==> src/rtl/ring_pkg.sv <==
// Shared types and seed values for the ring/Johnson shift-register counter.
package ring_pkg;

    typedef enum logic {
        RING    = 1'b0,
        JOHNSON = 1'b1
    } mode_e;

    // Widest counter whose seed this function can describe.
    localparam int unsigned SEED_W = 64;

    // RING restarts from a single set bit 0; JOHNSON restarts from all zeros.
    function automatic logic [SEED_W-1:0] seed(mode_e m, int unsigned w);
        logic [SEED_W-1:0] s;
        s = '0;
        if (m == RING && w > 0)
            s[0] = 1'b1;
        return s;
    endfunction

endpackage

==> src/rtl/ring_state_check.sv <==
// Legality decode: one-hot for RING, at most one adjacent-bit edge for JOHNSON.
module ring_state_check
    import ring_pkg::*;
#(
    parameter int WIDTH = 4
) (
    input  logic [WIDTH-1:0] state,
    input  mode_e            mode,
    output logic             legal
);

    localparam int CW = $clog2(WIDTH + 1);

    logic [CW-1:0] pop;
    logic [CW-1:0] trans;

    always_comb begin
        pop   = '0;
        trans = '0;
        for (int i = 0; i < WIDTH; i++)
            pop = pop + CW'(state[i]);
        for (int i = 0; i < WIDTH - 1; i++)
            trans = trans + CW'(state[i] ^ state[i+1]);
    end

    assign legal = (mode == RING) ? (pop == CW'(1)) : (trans <= CW'(1));

endmodule

==> src/rtl/ring_counter_gen.sv <==
// Ring / Johnson shift counter with load, direction, self-correction and wrap pulse.
module ring_counter_gen
    import ring_pkg::*;
#(
    parameter int WIDTH = 4   // 2 .. SEED_W
) (
    input  logic             clk,
    input  logic             reset,
    input  logic             en,
    input  logic             dir,
    input  logic             mode,
    input  logic             load,
    input  logic [WIDTH-1:0] load_val,
    output logic [WIDTH-1:0] out,
    output logic             wrap,
    output logic             err,
    output logic             legal
);

    mode_e            mode_in;
    mode_e            mode_q, mode_d;
    logic [WIDTH-1:0] seed_v, step_v, out_d;
    logic             fb, wrap_d, err_d;

    assign mode_in = mode_e'(mode);
    assign seed_v  = WIDTH'(seed(mode_in, WIDTH));

    ring_state_check #(.WIDTH(WIDTH)) u_chk (
        .state (out),
        .mode  (mode_in),
        .legal (legal)
    );

    // Feedback bit is the end shifted out, inverted in Johnson mode.
    assign fb     = (dir ? out[WIDTH-1] : out[0]) ^ (mode_in == JOHNSON);
    assign step_v = dir ? {out[WIDTH-2:0], fb} : {fb, out[WIDTH-1:1]};

    always_comb begin
        out_d  = out;
        mode_d = mode_q;
        wrap_d = 1'b0;
        err_d  = 1'b0;
        if (mode_in != mode_q) begin
            out_d  = seed_v;
            mode_d = mode_in;
        end else if (load) begin
            out_d = load_val;
        end else if (en && !legal) begin
            out_d = seed_v;
            err_d = 1'b1;
        end else if (en) begin
            out_d  = step_v;
            wrap_d = (step_v == seed_v);
        end
    end

    always_ff @(posedge clk or negedge reset) begin
        if (!reset) begin
            out    <= WIDTH'(1);
            mode_q <= RING;
            wrap   <= 1'b0;
            err    <= 1'b0;
        end else begin
            out    <= out_d;
            mode_q <= mode_d;
            wrap   <= wrap_d;
            err    <= err_d;
        end
    end

endmodule

==> config.mk <==
export PLATFORM = sky130hd
export DESIGN_NAME = ring_counter_gen
export DESIGN_NICKNAME = d
export VERILOG_FILES = /design/src/rtl/ring_pkg.sv /design/src/rtl/ring_state_check.sv /design/src/rtl/ring_counter_gen.sv
export SDC_FILE = /design/constraint.sdc
export NUM_CORES = 1
export LEC_CHECK = 0
export CAP_MARGIN = 0
export CORE_AREA = 10 10 49 51
export DETAILED_ROUTE_END_ITERATION = 6
export DIE_AREA = 0 0 59 61
export PLACE_DENSITY = 0.71
export SYNTH_ARGS = -nofsm -noshare
export SYNTH_HDL_FRONTEND = slang
export SYNTH_SLANG_ARGS = --single-unit
export TNS_END_PERCENT = 20
==> constraint.sdc <==
create_clock -name clk -period 2.77 [get_ports clk]
set_input_delay 0.831 -clock clk [delete_from_list [all_inputs] [get_ports clk]]
set_output_delay 0.831 -clock clk [all_outputs]
set_load 0.05 [all_outputs]
-- Word-level counts from Yosys, hierarchy flattened
Cells that the tools add are included.
- logic and storage cells: 35
- bits of input ports: 10
- output and inout port bits: 7
- register bits after elaboration: 7
- add/sub/neg operators: 5
- bitwise logic cells: 4
- multiplexer cells: 15
- reductions and logical operators: 3
- $lt $le $gt $ge: 1
- equal/unequal tests: 3
- operator list (kind ; count):
    4-bit 2-to-1 mux ; 5
    1-bit 2-to-1 mux ; 10
    3-bit by 1-bit adder with 3-bit output ; 2
    3-bit adder ; 2
    4-bit by 1-bit == test with 1-bit output ; 1
    4-bit nonzero test ; 1
    1-bit XOR ; 4
    3-bit by 1-bit == test with 1-bit output, second input constant ; 1
    3-bit by 1-bit less-or-equal comparator with 1-bit output, second input constant ; 1
    1-bit by 1-bit adder with 2-bit output ; 1
    1-bit logical AND ; 1
    1-bit zero test ; 1
    1-bit inequality test ; 1

-- Depth between registers and ports, before layout
Gate-level depths: netlist (run 1).
- depth in word-level cells: 10
- depth in mapped cells: 7
- depth with buffers taken out: 7

-- By module
A second synthesis (run 1) with hierarchy kept.
- cell total of the unflattened synthesis: 73
- area total of the unflattened synthesis: 664.4 µm²
- modules (own cells, without submodules) (module ; sequential area each (µm²) ; cells each ; area an instance (µm²) ; times used):
    ring_counter_gen ; 176.4 ; 49 ; 456.7 ; 1
    ring_state_check ; 0.0 ; 24 ; 207.7 ; 1

-- Worst setup path after synthesis (run 1)
OpenSTA, ideal clock, no wires.
- kind: reg2out
- start point: register out[1]
- end point: output port legal
- required time: 1939 ps
- path slack: -537 ps
- buffers on the path: 0
- arrival time: 2476 ps
- stages on the path, launching flop included: 6
- cell sequence: dfrtp_1 > ha_1 > fa_1 > ha_1 > nor4b_2 > or2_2
- cells in the longest elaborated chain, start to end: 5
- elaborated cells between the ends (all ways): 10
- those cells by class: add/sub (5); order compare (1); eq/ne (1); mux (1); bitwise (2)
- ends and longest elaborated chain (what ; RTL line ; source):
    start: declaration ; ring_counter_gen.sv:14 ; output logic [WIDTH-1:0] out,
    start signal: assignment ; ring_counter_gen.sv:64 ; out <= out_d;
    1-bit XOR or 1-bit by 1-bit adder with 2-bit output (tied branches) ; ring_state_check.sv:23, ring_state_check.sv:21 ;
    3-bit adder or 3-bit by 1-bit adder with 3-bit output (tied branches) (2 in a row) ; ring_state_check.sv:23, ring_state_check.sv:21 ;
    3-bit by 1-bit less-or-equal comparator with 1-bit output or 3-bit by 1-bit == test with 1-bit output (tied branches) ; ring_state_check.sv:26 ; assign legal = (mode == RING) ? (pop == CW'(1)) : (trans <= CW'(1));
    1-bit 2-to-1 mux * ; ring_state_check.sv:26 ;
    end: declaration ; ring_counter_gen.sv:17 ; output logic legal
Mark *: on every way between the ends. The rest lies on a longest branch, timed or not.

-- Worst setup path in the final report (run 1)
- start point: register out[0]
- end point: output port legal
The elaborated chain is that of the path after synthesis.

==> flow_summary.ini, run 1 <==
[cells_and_area]
seq_area_um2 = 181
final_nets = 105
synthToLayoutAreaGrowth_pct = 54.0
final_util_pct = 61.8
stdcell_area_um2 = 910
multi_input_area_um2 = 418
num_antenna_cells = 0
fillers = 134
layout-drive-gt1-share_pct = 28.9

[logic_synthesis]
avgSynthCellArea_um2 = 9.37
synth_top_family_by_area = simple AND/OR/NAND/NOR gates
synth-xor-area-share_pct = 8.69
syn_area_um2 = 591
yosys.area_share.simple_pct = 24.2
syn_inst = 63
synth-compound-area-share_pct = 18.2
syn-num-nets = 77
synth_seq_area_share_pct = 29.9
ys_ff_latch = 7
synth-edff-count = 0
yosysWarnings = 0
async_reset_ff_share_pct = 100
synthAdderAreaFrac_pct = 9.75
ys.flop_type = dfrtp_1
yosysUniqueCellTypes = 29
synthMuxAreaShare_pct = 3.39

[floorplanning]
die_width_um = 59
core_area_mm2 = 0.00147
rows = 14
die_h_um = 61
design.die.area_mm2 = 0.00360
start_util_pct = 40.1
io_pins = 17

[worst_setup_path]
critPathMostFrequentCell = ha_4
r2r_cells = 9
cpPeakStageDelay_ns = 0.62
critPathSlowestCell = dfstp_4
crit_fanout = 2
worst-setup-path-type = flip-flop to output port
r2r-start = out[0]
path_cells = ha_4 > fa_2 > ha_4 > nor4b_4 > or2_4 > buf_12
critPathBufInv = 1
crit_required_ns = 1.94
regToRegEndpoint = wrap
path_delay_family = adder cells
cp_data_arrival_time_ns = 2.24
startpoint_type = flip-flop
endpoint_kind = output port
reg2reg_slack_ns = 0.36

[clock_tree]
cts_max_path_buffers = 2
h-tree-depth = 1
root_buffer = clkbuf_4
worstSkewPairLatency_ns = 0.25
cts_resized = 0
hold_buffers = 0
cts_buffers = 3
clk_pin_slew_ns = 0.05
clkSinkCount = 7
cts_tree = built

[routing]
via_per_inst = 5.28
first_iter_violations = 13
post_drt_wl_per_cell_um = 15.3
dr.pass1.iters = 4
wirelength_um = 1620
drc = 0
drt.antenna.violating_nets = 0
vias = 560

[power]
p_leak_nw = 0.373
power.share.clock_pct = 19.5
power_density_mw_per_mm2 = 510
power.total_uw = 464
seqPwrFrac_pct = 26.1
vdd_ir_drop_max_uv = 300
p_int_uw = 296
p_sw_share_pct = 36.2
switchingPower_uw = 168
power_frac_comb_pct = 54.5

[timing]
timing.fmax_ghz = 0.326
whs_ns = 0.669
setup_violations = 1
tightest_slew_ns = 0.499
max_slew_margin_pct = 66.6
fin_crit_ns = 3.07
skew_ns = 0.00293
slew_violations = 0
rsz0062_at_grt = yes
finalHoldViolations = 0
fin_ws_ns = -0.297
min_period_over_period_pct = 111

[worst_hold_path]
hold_depth = 2
hold_path_end = wrap
hold_class = flip-flop to flip-flop
hp-start = out[2]

[place]
place_hpwl_um = 1330
placed_area_um2 = 876
pre_cts_ws_ns = -0.0805
place.gp.congestion = 0.785
port_buffers = 16

[global_routing]
grt_max_degree = 11
antenna_found_initial = 0
first_global_vias = 543
track_usage_pct = 8.66
gr-total-overflow = 0
grt_first_pass_wirelength_um = 2400

[outcome]
violations = negative setup slack
outcome = finished, violations left

[job]
max-cap-violations = 0
-- synthesized netlist by cell type (3+ instances only) --
cell type	instances	area, µm²
a21oi_1	9	45.0
dfrtp_1	6	150
nor2_1	6	22.5
buf_2	4	20.0
ha_1	3	37.5
nor3b_1	3	22.5
o22ai_1	3	18.8
-- repair_timing --
action / in CTS / in global routing
pin swaps: 2 / 1
setup endpoints to repair: 1 / 1
setup buffers: 1 / 0
-- worst max-delay path by stage --
stage	start	cells after the start	slack, ns	to
6_report	out[0]	6	-0.30	legal
4_1_cts	out[0]	6	-0.31	legal
3_5_place_dp	mode	5	-0.08	legal
5_1_grt	out[0]	6	-0.38	legal
3_3_place_gp	mode	5	-0.06	legal
2_1_floorplan	out[0]	5	-0.21	legal
-- per-layer routing --
layer  up-vias  wire [µm]  track usage, %  share of wire (%)
met5         -          0               0                  0
li1        280          -               -                  -
met2        20        736            13.7                 46
met1       258        682            8.96                 42
met4         0          8            1.64               0.49
met3         2        190            6.89                 12
-- area by class of cell --
type,count,area share [%]
multi-input cells,50,45.9
repair buffers,28,28.6
flip-flops and latches,7,19.9
clock buffers,4,2.89
well taps,16,2.20
inverters,1,0.413
-- cell families after synthesis --
| kind of cell | Yosys count |
|---|---|
| compound gates | 17 |
| xor+xnor | 5 |
| fa+ha+maj | 4 |
| buf+inv | 6 |
| flops | 7 |
| mux | 2 |
| simple gates | 22 |
-- cells in the final DEF (no fill, tap or decap), drive strengths merged, types with 3 or more instances in the layout --
master,netlist,routed
clkdlybuf4s50,0,15
o22ai,3,3
ha,3,3
nor3b,3,3
xor2,3,3
nor2,6,6
clkbuf,0,4
dfrtp,6,6
buf,5,13
a21oi,9,9
-- through the flow --
stage | setup TNS, ns | std cells
floorplan | -0.212 | 63
global placement | -0.0585 | 101
detailed placement | -0.0805 | 101
CTS | -0.313 | 106
global route | -0.379 | 106
finish | -0.297 | 106
-- registers in the layout (all words and copies together), names as in the netlist --
signal  cells
wrap        1
out         4
err         1
mode_q      1
-- worst register-to-register path: stages (launching register included) --
cell and delay (ns):
dfstp_4 0.62, ha_4 0.20, fa_2 0.35, ha_4 0.24
nor4b_4 0.27, buf_4 0.15, buf_4 0.11, nand2b_1 0.11
nor2_1 0.04, nor4_1 0.20
-- power by group through the flow --
stage	combinational, mW	clock [mW]	sequential [mW]
final	0.253	0.0904	0.121
after global routing	0.271	0.0973	0.122
after CTS	0.254	0.0927	0.121
after detailed placement	0.247	0	0.123
after global placement	0.243	0	0.122
after floorplan	0.120	0	0.153
Note: power is estimated with default switching activity, not from simulation.
==> run 2: changes to the inputs <==
Settings changed: GPL_ROUTABILITY_DRIVEN from default to 0.
==> results of run 2 <==
The final DEF is identical to that of run 1; final timing and power are the same.
